**src/rtl/score_bcd_counter.sv**
```systemverilog
// score_bcd_counter
//
// Four-digit BCD score accumulator for the seven-segment VGA digit painter.
// Point increments arrive over a valid/ready handshake. They are added to the
// score one BCD digit per clock, ones digit first, and the result is committed
// in a single step. The block also keeps a high-score record, raises a
// "current score is the record" flag, and serves one selected digit per
// request as a 4-bit painter code.
//
// Optional feature macro: LEADING_ZERO_BLANK_EN
//   defined   : digits 3..1 read as code 11 (blank) when that digit and every
//               digit above it are zero. Digit 0 is never blanked.
//   undefined : zeros read as 0, and code 11 is never produced.
//
// Parameters
//   DIGITS      number of BCD digits held (this block supports only 4)
//
// Ports
//   clk         system clock, rising edge
//   rst_n       asynchronous active-low reset
//   add_valid   an increment is offered
//   add_amt     points to add, 0..9 (values above 9 are treated as 9)
//   add_ready   increment can be accepted (idle and no clear requested)
//   game_clear  clear the current score; the high score is kept
//   digit_sel   digit requested by the renderer, 0 = ones .. 3 = thousands
//   num         registered digit code for the painter (0..9, 11 = blank)
//   max         registered flag: current score equals a non-zero record
//   score_bcd   committed score, ones digit in [3:0]
//   high_bcd    committed high score, same packing

module score_bcd_counter #(
  parameter int DIGITS = 4
) (
  input  logic                  clk,
  input  logic                  rst_n,
  input  logic                  add_valid,
  input  logic [3:0]            add_amt,
  output logic                  add_ready,
  input  logic                  game_clear,
  input  logic [1:0]            digit_sel,
  output logic [3:0]            num,
  output logic                  max,
  output logic [4*DIGITS-1:0]   score_bcd,
  output logic [4*DIGITS-1:0]   high_bcd
);

  localparam logic [1:0] IDLE   = 2'd0;
  localparam logic [1:0] ADD    = 2'd1;
  localparam logic [1:0] COMMIT = 2'd2;

  localparam logic [1:0] LAST_DIGIT = 2'(DIGITS - 1);

  logic [1:0]          state;
  logic [1:0]          digit_idx;
  logic [3:0]          carry;
  logic                ovf;
  logic [4*DIGITS-1:0] work;

  logic [3:0]          amt_clamped;
  logic [3:0]          cur_digit;
  logic [4:0]          digit_sum;
  logic                sum_wrap;
  logic [3:0]          digit_new;
  logic [4*DIGITS-1:0] commit_value;
  logic                high_update;
  logic [3:0]          num_next;

  // The block only takes new work when idle. A pending clear blocks the
  // handshake, so an add and a clear can never be accepted on the same edge.
  assign add_ready = (state == IDLE) && !game_clear;

  // Clamp out-of-range amounts to the largest single BCD digit.
  assign amt_clamped = (add_amt > 4'd9) ? 4'd9 : add_amt;

  // Serial digit adder. At digit 0 the carry register holds the whole
  // amount (up to 9). At every later digit it holds only the 0/1 carry.
  // The sum of the two is at most 18.
  assign cur_digit = work[{digit_idx, 2'b00} +: 4];
  assign digit_sum = {1'b0, cur_digit} + {1'b0, carry};
  assign sum_wrap  = digit_sum > 5'd9;

  // Subtracting 10 is the same as adding 6 modulo 16 for sums in 10..18.
  // This keeps the correction 4 bits wide.
  assign digit_new = sum_wrap ? (digit_sum[3:0] + 4'd6) : digit_sum[3:0];

  // Overflow out of the top digit saturates the score at all nines.
  assign commit_value = ovf ? {DIGITS{4'h9}} : work;

  // With valid BCD packing, binary magnitude order matches decimal order.
  // A plain compare is therefore enough.
  assign high_update = commit_value >= high_bcd;

  // Digit selection for the painter, optionally with leading-zero blanking.
  // Shifting the selected digit down to bit 0 leaves exactly "this digit and
  // everything above it". If that remainder is zero, the position is a
  // leading zero.
`ifdef LEADING_ZERO_BLANK_EN
  logic [4*DIGITS-1:0] upper_digits;

  always_comb begin
    upper_digits = score_bcd >> {digit_sel, 2'b00};
    num_next     = score_bcd[{digit_sel, 2'b00} +: 4];
    if ((digit_sel != 2'd0) && (upper_digits == '0)) begin
      num_next = 4'd11;
    end
  end
`else
  always_comb begin
    num_next = score_bcd[{digit_sel, 2'b00} +: 4];
  end
`endif

  // Sequencer: IDLE accepts an increment and snapshots the committed score
  // into the working register. ADD walks the four digits, ones first, and
  // moves the carry upward. COMMIT is one cycle in which the score registers
  // take the result. A clear overrides everything and drops any add in
  // flight, so a partial sum is never committed.
  always_ff @(posedge clk or negedge rst_n) begin
    if (!rst_n) begin
      state     <= IDLE;
      digit_idx <= 2'd0;
      carry     <= 4'd0;
      ovf       <= 1'b0;
      work      <= '0;
    end else if (game_clear) begin
      state     <= IDLE;
      digit_idx <= 2'd0;
      carry     <= 4'd0;
      ovf       <= 1'b0;
    end else begin
      case (state)
        IDLE: begin
          if (add_valid) begin
            carry     <= amt_clamped;
            work      <= score_bcd;
            digit_idx <= 2'd0;
            ovf       <= 1'b0;
            state     <= ADD;
          end
        end
        ADD: begin
          work[{digit_idx, 2'b00} +: 4] <= digit_new;
          carry <= {3'b000, sum_wrap};
          if (digit_idx == LAST_DIGIT) begin
            ovf   <= sum_wrap;
            state <= COMMIT;
          end else begin
            digit_idx <= digit_idx + 2'd1;
          end
        end
        COMMIT: begin
          state <= IDLE;
        end
        default: begin
          state <= IDLE;
        end
      endcase
    end
  end

  // Committed score and high score. These change only in COMMIT or on a
  // clear, so working values from the adder never reach the outputs. A clear
  // zeroes the score but deliberately leaves the record alone.
  always_ff @(posedge clk or negedge rst_n) begin
    if (!rst_n) begin
      score_bcd <= '0;
      high_bcd  <= '0;
    end else if (game_clear) begin
      score_bcd <= '0;
    end else if (state == COMMIT) begin
      score_bcd <= commit_value;
      if (high_update) begin
        high_bcd <= commit_value;
      end
    end
  end

  // Painter-facing outputs are registered. The record flag therefore trails
  // a score change by one cycle, and the digit code trails both digit_sel
  // and score changes by one cycle. A record of zero does not count, so a
  // fresh game does not light the flag.
  always_ff @(posedge clk or negedge rst_n) begin
    if (!rst_n) begin
      num <= 4'd0;
      max <= 1'b0;
    end else begin
      num <= num_next;
      max <= (score_bcd == high_bcd) && (high_bcd != '0);
    end
  end

endmodule
```
**config.mk**
```make
export PLATFORM = sky130hd
export DESIGN_NAME = score_bcd_counter
export DESIGN_NICKNAME = d
export VERILOG_FILES = /design/src/rtl/score_bcd_counter.sv
export SDC_FILE = /design/constraint.sdc
export NUM_CORES = 1
export LEC_CHECK = 0
export BUFFER_PORTS_ARGS = -buffer_cell sky130_fd_sc_hd__buf_2
export CAP_MARGIN = 20
export CELL_PAD_IN_SITES_DETAIL_PLACEMENT = 1
export CELL_PAD_IN_SITES_GLOBAL_PLACEMENT = 2
export CORE_MARGIN = 2
export CORE_UTILIZATION = 30
export CTS_BUF_LIST = sky130_fd_sc_hd__clkbuf_2
export CTS_CLUSTER_DIAMETER = 40
export DETAILED_ROUTE_END_ITERATION = 12
export GPL_TIMING_DRIVEN = 0
export PLACE_DENSITY = 0.7
export SYNTH_ARGS = -nofsm -noshare
export SYNTH_HDL_FRONTEND = slang
export SYNTH_SLANG_ARGS = --single-unit
export TNS_END_PERCENT = 1
```
**constraint.sdc**
```tcl
create_clock -name clk -period 2.9 [get_ports clk]
set_clock_uncertainty 0.05 [all_clocks]
set_input_delay 0.29 -clock clk [delete_from_list [all_inputs] [get_ports clk]]
set_output_delay 0.29 -clock clk [all_outputs]
set_load 0.01 [all_outputs]
```
==> results.toml <==
[clock_tree]
cts_root_buffer = "clkbuf_2"
numCtsBuffers = 9
cts_tree = "yes"
clkTransAtPathRegs_ns = 0.18
clock_path_buffers = 2
insertion_delay_ns = 0.51
htreeDepth = 3
clock-sinks = 62

[flow_run]
drv_cap = 0

[floorplan]
dieWidth_um = 117.0
die_h_um = 117.0
ios = 48
start_util_pct = 30.49
coreArea_sq_um = 12570
dieArea_sq_um = 13690
row_count = 41

[timing]
holdWs_ns = 0.07841
setup_viol = 0
drv_slew = 0
fin_crit_ns = 2.854
fmax_mhz = 350.4
rsz0062_at_grt = "true"
slew_headroom_pct = 41.94
finalHoldViolCount = 0
setup_tns_ns = 0
setup_slack_ns = 0.04588
fin_crit_sh_pct = 98.42
worst_slew_pin_slew_ns = 0.8710

[worst_setup_path]
crit_top_cell = "ha_4"
crit_arrival_ns = 3.18
crit_path_max_incr_delay_ns = 0.57
slowest_stage = "mux4_2"
crit_family = "adder cells"
critPathRequiredTime_ns = 3.23
r2r_setup_slack_ns = 0.05
cp_cell_sequence = "mux4_2 -> ha_4 -> inv_2 -> fa_2 -> ha_4 -> o41ai_1 -> a211o_1 -> a32oi_1 -> a21oi_1"
worst-path-buf-inv = 1
path_max_fanout = 4
crit_path_end_kind = "register"
crit_path_start_kind = "register"
path_class = "register to register"

[placed_design]
post_dp_cell_area_sq_um = 4287
place_congestion = 0.8644
dp_slack_ns = -0.6662
dp_hpwl_um = 9364
placement.io_buffers = 47

[drt]
firstDrtPassIters = 4
wire_per_inst_um = 20.01
initialDrtViolationCount = 170
drc = 0
vias = 3310
routed_wl_um = 12910
vias_per_cell = 5.132
detail-route-antenna-nets = 0

[grt]
grt_max_degree = 63
antenna_found_initial = 0
grt_use_total_pct = 19.82
grt_pass1_vias = 3401
gr-total-overflow = 0
grt_pass1_wl_um = 19870

[cells_and_area]
drive_gt1_share_pct = 26.85
multi_input_area_sq_um = 2240
final_core_util_pct = 36.81
regArea_sq_um = 1554
area_delta_synth_final_pct = 20.73
nets = 505
fill_cells = 1490
n_antenna_cell = 0
final_area_sq_um = 4627

[yosys]
synth_edf_count = 0
async_flop_share_pct = 100.0
synth_area_per_cell_sq_um = 9.752
ys_dominant_reg_cell = "dfrtp_1"
yosys_warnings = 0
synth_seq_cells = 62
yosysUniqueCellTypes = 49
synth.net_count = 429
syn_area_sq_um = 3832
yosysSeqAreaShare_pct = 40.48
synthCells = 393

[min_path]
hold_path_class = "input port to register"

[power_and_ir_drop]
ir_worst_vdd_mv = 0.1051
total_leakage_power_nw = 2.178
pwr_density_cell_nw_per_um2 = 399.4

[status]
status = "finished, final reports clean"
-- metal layers --
| metal | global-route usage [%] | vias up | share of wire [%] |
|---|---|---|---|
| li1 | - | 1557 | - |
| met2 | 33.68 | 53 | 50 |
| met4 | 7.059 | 0 | 1.7 |
| met1 | 26.02 | 1682 | 47 |
| met3 | 2.575 | 18 | 2.1 |
| met5 | 0 | - | 0 |
-- final timing paths --
kind | start | cells past startpoint | endpoint
min | add_amt[3] | 4 | carry[1]$_DFFE_PN0P_
min in group asynchronous | rst_n | 2 | state[1]$_DFFE_PN0P_
max in group asynchronous | rst_n | 2 | ovf$_DFFE_PN0P_
max reg2reg | digit_idx[0]$_DFFE_PN0P_ | 9 | work[6]$_DFFE_PN0P_
min reg2reg | carry[2]$_DFFE_PN0P_ | 2 | carry[2]$_DFFE_PN0P_
max | digit_idx[0]$_DFFE_PN0P_ | 9 | work[6]$_DFFE_PN0P_
-- cell usage in the layout (no fill, tap or decap), types with 3 or more instances in the layout --
cell / n
a211o_1: 3
a211oi_1: 3
a21o_1: 3
a21oi_1: 33
a22oi_1: 4
a31oi_1: 9
a32oi_1: 4
and4_1: 4
buf_2: 46
buf_4: 16
clkbuf_1: 12
clkbuf_2: 12
dfrtp_1: 60
dlygate4sd3_1: 3
ha_1: 19
ha_4: 4
inv_1: 22
mux2_1: 9
mux2_2: 8
mux4_2: 8
nand2_1: 49
nand2b_1: 5
nand4_1: 3
nor2_1: 23
nor2b_1: 16
nor4_1: 9
o21ai_0: 13
o41ai_1: 3
or2_2: 7
xor2_1: 16
-- sequential cells by signal, summed over array words and instances (netlist names) --
name	cells
max	1
num	4
carry	4
state	2
high_bcd	16
work	16
ovf	1
score_bcd	16
digit_idx	2
-- kinds of logic (layout without fill, tap and decap cells) --
family	Yosys count	count (layout)	share of synthesized area [%]
and+or+nand+nor	131	131	17.04
AOI/OAI and AO/OA	92	92	15.93
DFF	62	62	40.48
buffers and inverters	39	119	4.016
adders and majority gates	26	26	8.684
muxes	26	26	9.958
xor gates and xnor gates	17	17	3.885
-- cell type report --
class / instances / share of cell area, %
plain buffers: 14 / 1.379
flip-flops and latches: 62 / 33.59
clock buffers: 12 / 1.298
repair buffers: 66 / 8.464
clock inverters: 3 / 0.2704
inverters: 24 / 1.947
well taps: 172 / 4.651
multi-input cells: 292 / 48.40
-- power by group --
part	switching [W]	total, W	internal [W]
Sequential	0.0000304	0.000926	0.000895
Combinational	0.000286	0.000486	0.000200
Clock	0.000324	0.000437	0.000113
Total	0.000641	0.00185	0.00121
-- tightest hold or removal path, cell delays in order --
cell     delay, ns
buf_2         0.10
nor3_1        0.06
nand2_1       0.06
o21ai_0       0.06
-- metrics by stage --
| stage | power [W] | instances |
|---|---|---|
| after CTS | 0.001854 | 638 |
| after global routing | 0.001961 | 645 |
| after detailed placement | 0.001360 | 612 |
| final | 0.001848 | 645 |
| after global placement | 0.001345 | 612 |
| after floorplan | 0.001209 | 393 |
-- synth_stat cells, types with 4 or more instances --
master | number | share of area, %
a21oi_1 | 35 | 4.6
a22oi_1 | 4 | 0.78
a31oi_1 | 9 | 1.5
a32oi_1 | 4 | 0.91
and4_1 | 4 | 0.91
clkbuf_1 | 14 | 1.4
dfrtp_1 | 62 | 40
ha_1 | 25 | 8.2
inv_1 | 24 | 2.4
mux2_1 | 9 | 2.6
mux2_2 | 8 | 2.4
mux4_2 | 8 | 4.7
nand2_1 | 49 | 4.8
nand2b_1 | 5 | 0.82
nor2_1 | 24 | 2.4
nor2b_1 | 18 | 2.9
nor4_1 | 9 | 1.5
o21ai_0 | 13 | 1.7
or2_2 | 8 | 1.3
xor2_1 | 17 | 3.9
-- timing repair --
action	CTS	global route
buffers inserted	8	7
hold buffers	3	0
gates cloned	0	1
gates resized for setup	18	14
pin swaps	11	10
setup endpoints to repair	29	28
hold endpoints to repair	64	0
Power figures use the tool's default switching activity.
